==> config.mk <==
export PLATFORM = sky130hd
export DESIGN_NAME = ipv_reducer_mc
export DESIGN_NICKNAME = d
export VERILOG_FILES = /design/src/rtl/ipv_pkg.sv /design/src/rtl/ipv_lane.sv /design/src/rtl/ipv_reducer_mc.sv
export SDC_FILE = /design/constraint.sdc
export NUM_CORES = 1
export LEC_CHECK = 0
export ABC_CLOCK_PERIOD_IN_PS = 5220
export CORE_UTILIZATION = 50
export CTS_CLUSTER_SIZE = 12
export DETAILED_ROUTE_END_ITERATION = 10
export PLACE_DENSITY = 0.79
export SLEW_MARGIN = 10
export SYNTH_ARGS = -nofsm -noshare
export SYNTH_HDL_FRONTEND = slang
export SYNTH_SLANG_ARGS = --single-unit
==> constraint.sdc <==
create_clock -name clk -period 5.22 [get_ports clk]
set_clock_uncertainty 0.15 [all_clocks]
set_input_delay 1.044 -clock clk [delete_from_list [all_inputs] [get_ports clk]]
set_output_delay 1.044 -clock clk [all_outputs]
set_load 0.01 [all_outputs]
==> src/rtl/ipv_pkg.sv <==
// Shared constants and helpers for the IPV reducer: default geometry,
// output-mode encoding and the group-length width function.
package ipv_pkg;

    localparam int unsigned K_DEF   = 4;
    localparam int unsigned CH_DEF  = 2;
    localparam int unsigned LAT_DEF = 3;

    localparam logic MODE_THERM = 1'b0;
    localparam logic MODE_COUNT = 1'b1;

    // Width needed to hold a group length in the range 0..k
    function automatic int unsigned cw_of(input int unsigned k);
        return $clog2(k + 1);
    endfunction

endpackage

==> src/rtl/ipv_lane.sv <==
// One IPV channel: MSB-justified thermometer accumulator plus the ones count
// of the value it will hold after the current edge (includes this sample).
module ipv_lane #(
    parameter int unsigned K  = 4,
    parameter int unsigned CW = 3
) (
    input  logic          clk,
    input  logic          rst,
    input  logic          sample_i,
    input  logic          first_i,
    input  logic          ipv_i,
    output logic [K-1:0]  acc_next_o,
    output logic [CW-1:0] ones_o
);

    logic [K-1:0] acc_q, acc_d;

    always_comb begin
        acc_d = acc_q;
        if (sample_i) begin
            if (first_i) begin
                acc_d = {ipv_i, {(K-1){1'b0}}};
            end else if (ipv_i) begin
                acc_d = {1'b1, acc_q[K-1:1]};
            end
        end
    end

    always_comb begin
        ones_o = '0;
        for (int unsigned i = 0; i < K; i++) begin
            ones_o = ones_o + CW'(acc_d[i]);
        end
    end

    assign acc_next_o = acc_d;

    always_ff @(posedge clk or posedge rst) begin
        if (rst) begin
            acc_q <= '0;
        end else begin
            acc_q <= acc_d;
        end
    end

endmodule

==> src/rtl/ipv_reducer_mc.sv <==
// Multi-channel IPV group reducer: collects K samples (or a flushed partial
// group) per channel and emits a thermometer or count vector after LAT cycles.
module ipv_reducer_mc
    import ipv_pkg::*;
#(
    parameter int unsigned K   = K_DEF,
    parameter int unsigned CH  = CH_DEF,
    parameter int unsigned LAT = LAT_DEF,
    localparam int unsigned CW = cw_of(K)
) (
    input  logic            clk,
    input  logic            rst,
    input  logic            valid_i,
    input  logic [CH-1:0]   ipv_i,
    input  logic            flush_i,
    input  logic            mode_i,
    output logic [CH*K-1:0] vov_o,
    output logic [CW-1:0]   len_o,
    output logic            vov_valid_o
);

    logic [CW-1:0] cnt_q, cnt_d;
    logic          close;
    logic [CW-1:0] grp_len;

    logic [K-1:0]  acc_next [CH];
    logic [CW-1:0] ones     [CH];
    logic [CH*K-1:0] res_vec;

    logic [CH*K-1:0] vec_q [LAT];
    logic [CH*K-1:0] vec_d [LAT];
    logic [CW-1:0]   len_q [LAT];
    logic [CW-1:0]   len_d [LAT];
    logic [LAT-1:0]  vld_q, vld_d;

    for (genvar c = 0; c < CH; c++) begin : g_lane
        ipv_lane #(
            .K  (K),
            .CW (CW)
        ) u_lane (
            .clk        (clk),
            .rst        (rst),
            .sample_i   (valid_i),
            .first_i    (cnt_q == '0),
            .ipv_i      (ipv_i[c]),
            .acc_next_o (acc_next[c]),
            .ones_o     (ones[c])
        );
    end

    // A flush with nothing collected and no sample this cycle is a no-op
    always_comb begin
        close   = (valid_i && (cnt_q == CW'(K - 1)))
                  || (flush_i && ((cnt_q != '0) || valid_i));
        grp_len = cnt_q + CW'(valid_i);
        cnt_d   = cnt_q;
        if (close) begin
            cnt_d = '0;
        end else if (valid_i) begin
            cnt_d = cnt_q + 1'b1;
        end
    end

    always_comb begin
        res_vec = '0;
        for (int unsigned c = 0; c < CH; c++) begin
            if (mode_i == MODE_COUNT) begin
                res_vec[c*K +: K] = K'(ones[c]);
            end else begin
                res_vec[c*K +: K] = acc_next[c];
            end
        end
    end

    always_comb begin
        vec_d[0] = close ? res_vec : '0;
        len_d[0] = close ? grp_len : '0;
        vld_d    = '0;
        vld_d[0] = close;
        for (int unsigned i = 1; i < LAT; i++) begin
            vec_d[i] = vec_q[i-1];
            len_d[i] = len_q[i-1];
            vld_d[i] = vld_q[i-1];
        end
    end

    always_ff @(posedge clk or posedge rst) begin
        if (rst) begin
            cnt_q <= '0;
            vld_q <= '0;
            for (int unsigned i = 0; i < LAT; i++) begin
                vec_q[i] <= '0;
                len_q[i] <= '0;
            end
        end else begin
            cnt_q <= cnt_d;
            vld_q <= vld_d;
            for (int unsigned i = 0; i < LAT; i++) begin
                vec_q[i] <= vec_d[i];
                len_q[i] <= len_d[i];
            end
        end
    end

    assign vov_o       = vec_q[LAT-1];
    assign len_o       = len_q[LAT-1];
    assign vov_valid_o = vld_q[LAT-1];

endmodule
# After elaboration in Yosys (flattened, before gate mapping)
# Index checks and enable logic that the tools add are counted.
[word_totals]
regBits = 47
input_bits = 7
out_inout_bits = 12
wordCells = 38
[op_classes]
addsub = 8
eq_ne = 1
n_mux = 12
reduce_logical = 7
[ops]
columns = ["operator", "n"]
rows = [
  ["$mux 4", 8],
  ["$add 3x1->3", 5],
  ["$mux 3", 3],
  ["$mux 8", 1],
  ["$add 1x1->2", 2],
  ["$add 3x1->3 const B", 1],
  ["$eq 3x2->1 const B", 1],
  ["$logic_not 3->1", 1],
  ["$reduce_bool 3->1", 1],
  ["$logic_and 1x1->1", 2],
  ["$logic_or 1x1->1", 2],
  ["$reduce_bool 2->1", 1],
]

# Logic depth before layout (Yosys ltp)
# Gate-level depths: netlist (run 1).
[logic_depth]
depth_word = 8
depth_mapped = 14
mapped_depth_nobuf = 12

# Hierarchy
# From an unflattened synthesis (run 1), not the netlist that was laid out.
[hier_totals]
hier_cells = 127
area_unflattened_um2 = 1776.7
[by_module_without_submodules]
columns = ["mod", "instances", "cells_per_inst", "area_per_inst_um2", "seq_area_each_um2"]
rows = [
  ["ipv_reducer_mc", 1, 81, 1298.7, 975.9],
  ["ipv_lane", 2, 23, 239.0, 100.1],
]

# Least setup slack after synthesis (run 1)
# Ideal clock, no wire load.
[synth_path]
path_kind = "input port to flip-flop"
from = "input port valid_i"
to = "register vec_q, in the netlist vec_d[14]"
setup_time_ps = 104
arrival_time_ps = 2743
required_time_ps = 4966
slack_ps = 2224
path_stages = 11
n_path_buf = 1
path_cell_list = "buf_2 > inv_1 > a21oi_1 > o21ai_0 > ha_1 > inv_1 > fa_1 > inv_1 > ha_1 > inv_1 > a221oi_1"
[synth_rtl]
columns = ["element", "line", "source"]
rows = [
  ["start: declaration", "ipv_reducer_mc.sv:13", "input logic valid_i,"],
  ["end signal: indexed assignment", "ipv_reducer_mc.sv:99", "vec_q[i] <= vec_d[i];"],
  ["end: declaration", "ipv_reducer_mc.sv:30", "logic [CH*K-1:0] vec_q [LAT];"],
]

==> metrics.yaml, run 1 <==
status: "complete, no violations"
worst_pin_slew_ps: 1060
design_area_um2: 2140
port_buffers: 18
finalCritPeriodShare_pct: 76.0
cts_hold_buffers: 0
num_rows: 21
ys_types: 28
placed_area_um2: 2050
syn-num-nets: 161
synth-edff-count: 0
min_path_cells: 0
critPathKind: "in -> reg"
drv_slew: 0
dr.pass1.iters: 4
yosysTopAreaCell: "dfrtp_1"
cts_sinks: 47
ys_seq_elements: 47
final_hold_viol_count: 0
dp_hpwl_mm: 1.93
setup_viol: 0
core_um2: 3440
post-cts-setup-buffer-count: 0
n_antenna_cell: 0
yosysWarnings: 0
dieArea_um2: 3950
vias: 1149
viasPerCell: 5.47
synth.most_common_cell: "dfrtp_1"
synth_common_cells: "dfrtp_1, inv_1, ha_1"
io_pins: 19
clk_pin_slew_ps: 80
drt_iter0_markers: 26
synth-simple-area-share_pct: 8.65
whs_ps: 200
hold_path_class: "reg -> reg"
synth_compound_area_share_pct: 11.7
cts_tree: "yes"
synth_top_area_share_pct: 63.5
antenna_found_initial: 0
worst_slew_margin_rel_pct: 29.2
synth_fa_ha_area_share_pct: 8.24
start_util_pct: 53.8
grt_max_degree: 48
area_growth_pct: 15.5
setup_tns_ps: 0
grt_setup_unrepaired: "no"
path_max_fanout: 20
synth_ff_type: "dfrtp_1"
cap_violations: 0
muxShareOfSynthArea_pct: 0
r2r_setup_slack_ps: 2080
grt_pass1_wl_mm: 5.07
synth_area_leaders: "dfrtp_1, ha_1, inv_1, a311oi_1, nor2b_1"
drtAntennaViolNets: 0
async_flop_share_pct: 100
fmax_ghz: 0.252
period_minus_slack_ps: 3960
ctsResizeCount: 0
ctsLongestPathBuffers: 2
peakVddDrop_mv: 0.178
drc_errors: 0
synthXorXnorAreaFrac_pct: 0.473
nNetsFinal: 181
gp_congestion: 0.826
r2r_end: "vec_d[9]"
grt_usage_pct: 16.8
post_drt_wl_per_cell_um: 13.3
power_density_nw_per_um2: 349
clk_latency_ps: 300
cp.required_ps: 5260
dieWidth_um: 62.9
timing.rr.start: "cnt_q[0]"
synth_area_um2: 1850
crit_arrival_ps: 4010
hold_start: "len_d[2]"
post_route_cells_drive_above_1_share_pct: 7.93
routed_wl_mm: 2.79
htree_levels: 2
overflow: 0
netlist_instances: 143
avgSynthCellArea_um2: 12.9
fill_cells: 246
numCtsBuffers: 5
end_kind: "flop"
grt_pass1_vias: 1171
dieHeight_um: 62.9
synth_top_family_by_area: "compound AO/OA/AOI/OAI gates"
register_area_um2: 1180
holdPathEnd: "len_o[2]"
worstSetupStartpointType: "input port"
multi_input_area_um2: 538
p_leak_nw: 0.999
r2r_cells: 12
yosysSeqAreaShare_pct: 63.5
clock-root-buffer: "clkbuf_8"
==> per-layer routing <==
metal	share of wire, %	global-route usage [%]	up-vias	routed length [um]
li1	-	-	527	-
met1	40	18.4	581	1110
met2	54	29.9	35	1520
met3	4.4	5.47	6	124
met4	1.3	6.98	0	37
met5	0	0	-	0
==> logic make-up (layout without fill, tap and decap cells) <==
kind of cell / count (synthesis) / in the layout
DFF: 47 / 47
buffers and inverters: 30 / 51
AOI/OAI and AO/OA: 29 / 29
and+or+nand+nor: 25 / 25
adders and majority gates: 11 / 11
xor gates and xnor gates: 1 / 1
==> worst max-delay path by stage <==
stage                       start   endpoint  slack (ps)  cells past startpoint
after CTS                 valid_i  vec_d[13]        1290                     11
after detailed placement  valid_i   vec_d[9]        1010                     11
after global placement    valid_i  vec_d[14]        1130                     11
final                     valid_i  vec_d[14]        1260                     11
after global routing      valid_i  vec_d[14]         880                     11
after floorplan           valid_i  vec_d[14]        2220                     11
==> flip-flops by register name, summed over array words and instances, names as in the netlist <==
name / flops
g_lane.u_lane.acc_q: 8
vec_d: 16
vld_q: 3
vov_o: 8
cnt_q: 3
len_o: 3
len_d: 6
==> cell type report <==
class | count | share of cell area [%]
Sequential cell | 47 | 55.0
Multi-Input combinational cell | 66 | 25.2
Timing Repair Buffer | 19 | 8.78
Inverter | 24 | 4.21
Clock buffer | 5 | 3.22
Tap cell | 46 | 2.69
Clock inverter | 3 | 0.936
==> metrics by stage <==
stage	util (%)	setup WS [ps]	instances	total power, mW
floorplan	-	2220	143	0.509
global placement	59.5	1130	202	0.538
detailed placement	59.5	1010	202	0.546
CTS	62.1	1290	210	0.755
global route	62.1	880	210	0.786
finish	62.1	1260	210	0.746
==> placed cells by master (no fill, tap or decap), types with 2 or more instances in the layout <==
master,Yosys,final
clkdlybuf4s50_1,0,18
nor3_1,3,3
dfrtp_1,47,47
clkinvlp_4,0,2
nor2_1,2,2
inv_1,24,23
nor2b_1,8,8
o21ai_0,6,6
a21oi_1,4,4
clkbuf_8,0,5
a311oi_1,6,6
a31o_2,2,2
fa_1,2,2
nand2_1,2,2
o21a_1,3,3
a22oi_1,2,2
nand4_1,5,5
ha_1,9,9
a221oi_1,5,5
==> worst max-delay path, stage by stage <==
cell             delay [ps]
clkdlybuf4s50_1         930
inv_1                   280
a21oi_1                 330
o21ai_0                 180
ha_1                    320
inv_1                    50
fa_1                    370
inv_1                    70
ha_1                    130
inv_1                    40
a221oi_1                270
==> where the power goes <==
part	total, mW	switching [mW]	internal, mW	leakage, nW
registers	0.419	0.0167	0.403	0.628
logic	0.118	0.0682	0.0498	0.331
clock network	0.209	0.116	0.0931	0.0402
Note: power is estimated with default switching activity, not from simulation.
==> run 2: changes to the inputs <==
--- a/config.mk
+++ b/config.mk
@@ -5,11 +5,11 @@
 export SDC_FILE = /design/constraint.sdc
 export NUM_CORES = 1
 export LEC_CHECK = 0
-export ABC_CLOCK_PERIOD_IN_PS = 5220
-export CORE_UTILIZATION = 50
+export ABC_CLOCK_PERIOD_IN_PS = 3200
+export CORE_UTILIZATION = 49
 export CTS_CLUSTER_SIZE = 12
 export DETAILED_ROUTE_END_ITERATION = 10
-export PLACE_DENSITY = 0.79
+export PLACE_DENSITY = 0.8
 export SLEW_MARGIN = 10
 export SYNTH_ARGS = -nofsm -noshare
 export SYNTH_HDL_FRONTEND = slang
==> constraint.sdc (replaced) <==
create_clock -name clk -period 3.2 [get_ports clk]
set_clock_uncertainty 0.15 [all_clocks]
set_input_delay 0.64 -clock clk [delete_from_list [all_inputs] [get_ports clk]]
set_output_delay 0.64 -clock clk [all_outputs]
set_load 0.01 [all_outputs]
==> run 2 against run 1 <==
  * Non-clock buffer count increased by 3
  * Count of clock-buffer cells in the layout increased by 2
  * Sequential power increased by 63%
  * Largest power group unchanged
  * Combinational power increased by 71%
  * Flip-flop and latch count unchanged
  * Register-to-register slack got worse by 1800 ps
  * Core utilization increased by 0.14 points
  * Via count increased by 0.26%
  * Critical path depth unchanged
==> metrics.yaml, run 2 (synthesis results as in run 1) <==
dpl_worst_slack_ps: -52.8
grt_setup_unrepaired: "no"
clock-root-buffer: "clkbuf_8"
clk_pin_slew_ps: 80
start_util_pct: 53.4
drc_errors: 0
clk_latency_ps: 290
critPathKind: "in -> reg"
area_growth_pct: 16.6
core_um2: 3470
fill_cells: 292
gp_congestion: 0.825
worst_pin_slew_ps: 548
worstSetupStartpointType: "input port"
fin_ws_ps: 227
grt_pass1_vias: 1179
ctsLongestPathBuffers: 2
routed_wl_mm: 2.95
p_total_mw: 1.21
status: "complete, no violations"
post-cts-setup-buffer-count: 0
finalCritPeriodShare_pct: 92.9
largest_register_ffs: 16
cp.required_ps: 3230
path_max_fanout: 5
drt_iter0_markers: 53
layout_commonest_cell: "dfrtp_1"
post_drt_wl_per_cell_um: 13.9
register_area_um2: 1180
final_cell_mix: "dfrtp_1, inv_1, clkdlybuf4s50_1, ha_1, nor2b_1"
dieWidth_um: 63.5
cap_violations: 0
cts_hold_buffers: 0
drtAntennaViolNets: 0
numCtsBuffers: 5
cts_sinks: 47
setup_viol: 0
final_hold_viol_count: 0
post_route_cells_drive_above_1_share_pct: 9.58
utilization_pct: 62.3
dieHeight_um: 63.5
antenna_found_initial: 0
multi_input_area_um2: 544
hold_path_class: "reg -> reg"
drv_slew: 0
peakVddDrop_mv: 0.321
port_buffers: 18
crit_arrival_ps: 3000
dieArea_um2: 4030
nNetsFinal: 184
end_kind: "flop"
n_antenna_cell: 0
worst_slew_margin_rel_pct: 63.5
power_density_nw_per_um2: 563
p_leak_nw: 1.01
fmax_ghz: 0.336
vias: 1152
dp_hpwl_mm: 2.12
dr.pass1.iters: 4
viasPerCell: 5.41
period_minus_slack_ps: 2970
r2r_setup_slack_ps: 260
htree_levels: 2
grt_usage_pct: 17.0
num_rows: 21
grt_pass1_wl_mm: 5.18
whs_ps: 201
cts_tree: "yes"
io_pins: 19
grt_max_degree: 48
overflow: 0
run 2: metrics by stage:
stage	std cells	cell area [um^2]	setup TNS [ps]
6_report	213	2160	0
5_1_grt	213	2160	0
4_1_cts	213	2150	0
3_5_place_dp	205	2070	-85.3
3_3_place_gp	205	2070	0
2_1_floorplan	143	1850	0
run 2: path summary, 6_finish.rpt:
check / depth (start not counted) / startpoint / to
setup reg to reg: 12 / cnt_q[0] / vec_d[9]
hold / removal: 0 / len_d[0] / len_o[0]
hold reg to reg: 0 / len_d[0] / len_o[0]
min in group asynchronous: 3 / rst / vec_d[10]
setup / recovery: 11 / ipv_i[0] / vec_d[9]
max in group asynchronous: 3 / rst / vov_o[3]
run 2: repair_timing:
| item | 4_1_cts | 5_1_grt |
|---|---|---|
| resized for setup | 0 | 2 |
| endpoints found under the setup margin | 0 | 6 |
| endpoints found under the hold margin | 0 | 0 |
run 2: cell type report:
type	count	share of cell area [%]
well taps	46	2.67
repair buffers	22	9.73
multi-input cells	66	25.2
clock inverters	1	0.232
flip-flops and latches	47	54.5
clock buffers	7	3.53
inverters	24	4.17
run 2: worst max-delay path, stage by stage:
cell             delay [ps]
clkdlybuf4s50_1         550
inv_1                   130
a21oi_1                 280
o21ai_0                 180
ha_1                    310
inv_1                    40
fa_1                    360
inv_1                    80
ha_1                    120
inv_1                    40
a221oi_1                270
run 2: layer usage:
metal | wire length, um | GRT usage, % | vias up
met2 | 1590 | 28.7 | 41
li1 | - | - | 530
met5 | 0 | 0 | -
met4 | 32 | 7.10 | 0
met1 | 1130 | 19.9 | 577
met3 | 195 | 5.07 | 4
run 2: power breakdown:
part	internal (mW)	switching, mW
Combinational	0.0871	0.115
Clock	0.153	0.175
Sequential	0.657	0.0276
